File: config.mk
export PLATFORM = sky130hd
export DESIGN_NAME = array_serializer
export DESIGN_NICKNAME = d
export VERILOG_FILES = /design/src/rtl/array_serializer.sv
export SDC_FILE = /design/constraint.sdc
export NUM_CORES = 1
export LEC_CHECK = 0
export ABC_AREA = 1
export BUFFER_PORTS_ARGS = -buffer_cell sky130_fd_sc_hd__buf_2
export CELL_PAD_IN_SITES_DETAIL_PLACEMENT = 1
export CELL_PAD_IN_SITES_GLOBAL_PLACEMENT = 2
export CORE_MARGIN = 2
export CORE_UTILIZATION = 40
export DETAILED_ROUTE_END_ITERATION = 10
export GPL_TIMING_DRIVEN = 0
export HOLD_SLACK_MARGIN = 0.08
export PLACE_DENSITY = 0.92
export SYNTH_ARGS = -nofsm -noshare
export SYNTH_HDL_FRONTEND = slang
export SYNTH_SLANG_ARGS = --single-unit
File: constraint.sdc
create_clock -name clk -period 4.6 [get_ports clk]
set_input_delay 0.23 -clock clk [delete_from_list [all_inputs] [get_ports clk]]
set_output_delay 0.23 -clock clk [all_outputs]
set_load 0.02 [all_outputs]
File: src/rtl/array_serializer.sv
// array_serializer: buffers DEPTH words and shifts them out MSB-first, word 0 first, as one framed serial burst.
module array_serializer #(
    parameter int WIDTH = 8,
    parameter int DEPTH = 12,
    parameter int GAP   = 2,
    localparam int AW   = $clog2(DEPTH)
) (
    input  logic             clk,
    input  logic             rst_n,
    input  logic             wr_en,
    input  logic [AW-1:0]    wr_addr,
    input  logic [WIDTH-1:0] wr_data,
    input  logic             send,
    output logic             serial_out,
    output logic             start,
    output logic             busy,
    output logic             done,
    output logic             wr_rejected
);
    localparam int BW = (WIDTH > 1) ? $clog2(WIDTH) : 1;
    localparam int GW = (GAP > 1) ? $clog2(GAP) : 1;
    localparam logic [AW:0] DEPTH_W = (AW+1)'(DEPTH);

    typedef enum logic [1:0] {S_IDLE, S_SHIFT, S_GAP} state_t;

    state_t           state, state_d;
    logic [WIDTH-1:0] mem [DEPTH];
    logic [WIDTH-1:0] sreg, sreg_d, word0;
    logic [BW-1:0]    bit_cnt, bit_d;
    logic [AW-1:0]    word_cnt, word_d, nxt;
    logic [GW-1:0]    gap_cnt, gap_d;
    logic             so_d, start_d, done_d, wr_ok;

    assign busy  = state != S_IDLE;
    assign wr_ok = wr_en && !busy && ({1'b0, wr_addr} < DEPTH_W);
    assign nxt   = word_cnt + 1'b1;
    // a same-cycle write to word 0 must reach the frame being launched
    assign word0 = (wr_en && wr_addr == '0) ? wr_data : mem[0];

    always_comb begin
        state_d = state;
        sreg_d  = sreg;
        bit_d   = bit_cnt;
        word_d  = word_cnt;
        gap_d   = gap_cnt;
        so_d    = 1'b0;
        start_d = 1'b0;
        done_d  = 1'b0;
        case (state)
            S_IDLE: if (send) begin
                state_d = S_SHIFT;
                so_d    = word0[WIDTH-1];
                sreg_d  = word0 << 1;
                bit_d   = '0;
                word_d  = '0;
                start_d = 1'b1;
            end
            S_SHIFT: if (bit_cnt == BW'(WIDTH-1)) begin
                bit_d = '0;
                if (word_cnt == AW'(DEPTH-1)) begin
                    word_d  = '0;
                    gap_d   = '0;
                    state_d = (GAP == 0) ? S_IDLE : S_GAP;
                    done_d  = (GAP == 0);
                end else begin
                    word_d = nxt;
                    so_d   = mem[nxt][WIDTH-1];
                    sreg_d = mem[nxt] << 1;
                end
            end else begin
                bit_d  = bit_cnt + 1'b1;
                so_d   = sreg[WIDTH-1];
                sreg_d = sreg << 1;
            end
            S_GAP: if (gap_cnt == GW'(GAP-1)) begin
                state_d = S_IDLE;
                done_d  = 1'b1;
                gap_d   = '0;
            end else begin
                gap_d = gap_cnt + 1'b1;
            end
            default: state_d = S_IDLE;
        endcase
    end

    always_ff @(posedge clk or negedge rst_n) begin
        if (!rst_n) begin
            state       <= S_IDLE;
            sreg        <= '0;
            bit_cnt     <= '0;
            word_cnt    <= '0;
            gap_cnt     <= '0;
            serial_out  <= 1'b0;
            start       <= 1'b0;
            done        <= 1'b0;
            wr_rejected <= 1'b0;
        end else begin
            state       <= state_d;
            sreg        <= sreg_d;
            bit_cnt     <= bit_d;
            word_cnt    <= word_d;
            gap_cnt     <= gap_d;
            serial_out  <= so_d;
            start       <= start_d;
            done        <= done_d;
            wr_rejected <= wr_en && !wr_ok;
        end
    end

    always_ff @(posedge clk or negedge rst_n) begin
        if (!rst_n) begin
            for (int i = 0; i < DEPTH; i++) mem[i] <= '0;
        end else if (wr_ok) begin
            mem[wr_addr] <= wr_data;
        end
    end
endmodule

==> metrics.cfg <==
[run_status]
status=complete, no violations

[synth]
synth.area.top_cells=dfrtp_1 (51%), nand2_1 (17%), o21ai_1 (8.8%), nor2_1 (4.9%), inv_1 (3.2%)
yosys.area.top_type=dfrtp_1
syn_area_um2=5714
synth_warnings=0
yosysMostFrequentCell=nand2_1
async_flop_share_pct=100.0
ys_seq_area_share_pct=51.24
netlist.area_leader.share_pct=51.24
synth_nets=769
synth_edf_count=0
ys_types=29
ys.flop_type=dfrtp_1
yosys-top-cells-count=nand2_1 (261), dfrtp_1 (117), o21ai_1 (100), nor2_1 (75), inv_1 (48)
yosys_register_bits=117
avgSynthCellArea_um2=7.619
postSynthCellCount=750

[drt]
vias_per_cell=5.307
first_pass_iters=5
wire_per_inst_um=19.10
drtAntennaViolNets=0
via_count=5238
wirelength_um=18850
drc=0
drt_iter0_drc=327

[cts]
cts_tree=built
cts_buffer_depth=2
numCtsBuffers=17
cts_resized=0
postCtsSetupBuffers=0
cts.sinks=117
insertion_delay_ns=0.43
cts_root_buf=clkbuf_16
clk_pin_slew_worst_paths_ns=0.06
h-tree-depth=4

[sta]
holdWs_ns=0.09598
period_minus_slack_ns=2.351
finalSetupTns_ns=0
rsz0062_at_grt=no
report.final.slew_viol_count=0
hold_viol_final=0
worstMarginPinSlew_ns=0.9014
fmax_mhz=425.3
max-slew-margin-rel_pct=39.91
setup_viol=0
finalCritPeriodShare_pct=51.11
worst_clock_skew_ns=0.006616

[worst_setup_path]
r2r_setup_slack_ns=2.25
crit_fanout=10
cp.required_ns=4.96
endpoint_kind=register
arrival_ns=2.71
worst_setup_path_start_kind=register
crit_type=reg2reg

[cells_and_area]
drive_gt1_share_pct=12.02
layout.nets=816
syn_to_final_growth_pct=17.39
fill_cells=1746
antennaDiodeCount=0

[placement]
routabilityCongestion=0.9303
port_buffers=20
hpwl_um=13200

[pwr]
p_leak_nw=3.182
ir_drop_mv=0.2360
p_per_area_nw_per_um2=352.5
p_sw_uw=514.1
p_comb_share_pct=3.1
switching_share_pct=21.74
power.internal_mw=1.851
p_clk_share_pct=53.3
pwr-share-seq_pct=43.6
power_mw=2.365

[floorplan]
io-pin-count=21
dieArea_um2=15260
coreArea_um2=13930
fp.dieH_um=123.5
fp-row-count=43
initial_core_util_pct=41.01
die_w_um=123.5

[global_route]
first_global_vias=5504
track_usage_pct=26.88
grt_pass1_wl_um=29820
grt_overflow=0
antenna_found_initial=0
grt_max_degree=64

[job]
max_cap_violations=0

[hold_path]
min_path_type=in2reg

-- metal layers --
layer,vias up,share of wire [%],track usage [%]
met5,-,0,0
met4,0,2.3,10.30
met3,35,2.9,4.705
met2,81,50,45.81
met1,2625,45,34.01
li1,2497,-,-
-- final timing paths --
check	start	to	cells past startpoint
worst max-delay path	word_cnt[1]	sreg[3]	9
worst min-delay path	wr_data[6]	mem[94]	3
worst max register to register	word_cnt[1]	sreg[3]	9
worst min register to register	mem[44]	mem[44]	2
max in group asynchronous	rst_n	mem[2]	3
min in group asynchronous	rst_n	mem[50]	2
-- final cells by class --
class | instances | area [um2] | area share [%]
Sequential cell | 117 | 2928 | 43.65
Multi-Input combinational cell | 536 | 2384 | 35.53
Clock buffer | 26 | 549.3 | 8.189
Tap cell | 180 | 225.2 | 3.358
Inverter | 57 | 214.0 | 3.190
Timing Repair Buffer | 28 | 203.9 | 3.040
Buffer | 40 | 188.9 | 2.817
Clock inverter | 3 | 15.01 | 0.2238
-- sequential cells by signal, indices dropped and copies added (netlist names) --
name	count
mem	96
sreg	7
word_cnt	4
bit_cnt	3
state	2
done	1
gap_cnt	1
serial_out	1
start	1
wr_rejected	1
-- cell usage in the layout, fill, tap and decap left out, types with 2 or more instances in the layout --
cell             n
a21oi_1         15
a22o_1           2
buf_2           41
buf_6            2
clkbuf_1        16
clkbuf_16       17
clkbuf_8         9
clkinv_2         3
dfrtp_1        117
dlygate4sd3_1    7
ha_1             3
inv_1           48
inv_2            9
nand2_1        261
nand2_2          3
nand3_1         33
nand4_2          4
nor2_1          75
nor2_2           2
o211ai_1         2
o21ai_0         22
o21ai_1        100
o22ai_1          4
o31ai_1          2
-- logic make-up after synthesis --
kind of cell / Yosys count / synth area share, %
AND/OR/NAND/NOR: 383 / 27.13
AO/OA/AOI/OAI: 148 / 13.49
flip-flops: 117 / 51.24
buffers and inverters: 97 / 7.051
adder cells (fa/ha/maj): 3 / 0.6570
XOR/XNOR: 2 / 0.4380
-- power groups by stage --
stage	logic (mW)	registers (mW)	clock network (mW)
after CTS	0.0760	1.03	1.28
after floorplan	0.0174	1.05	0
after detailed placement	0.0709	1.05	0
final	0.0741	1.03	1.26
after global routing	0.0809	1.03	1.32
after global placement	0.0658	1.05	0
-- through the flow --
step	utilization [%]	setup WS, ns	instances	area, um2
2_1_floorplan	-	2.920	750	5714
3_3_place_gp	43.34	1.857	950	6040
3_5_place_dp	43.58	2.345	951	6073
4_1_cts	48.14	2.302	987	6708
5_1_grt	48.14	2.136	987	6708
6_report	48.14	2.249	987	6708
-- critical path, stage by stage, from the launching register on --
cell	delay, ns
dfrtp_1	0.42
ha_1	0.29
clkbuf_1	0.25
clkbuf_1	0.49
nand3_1	0.27
nand3_1	0.15
nand3_1	0.13
nand2_1	0.12
nand2_1	0.06
a21oi_1	0.11
-- timing repair --
action	CTS	global route
endpoints found under the hold margin	60	0
endpoints found under the setup margin	0	0
hold buffers	7	0
Power figures use the tool's default switching activity.
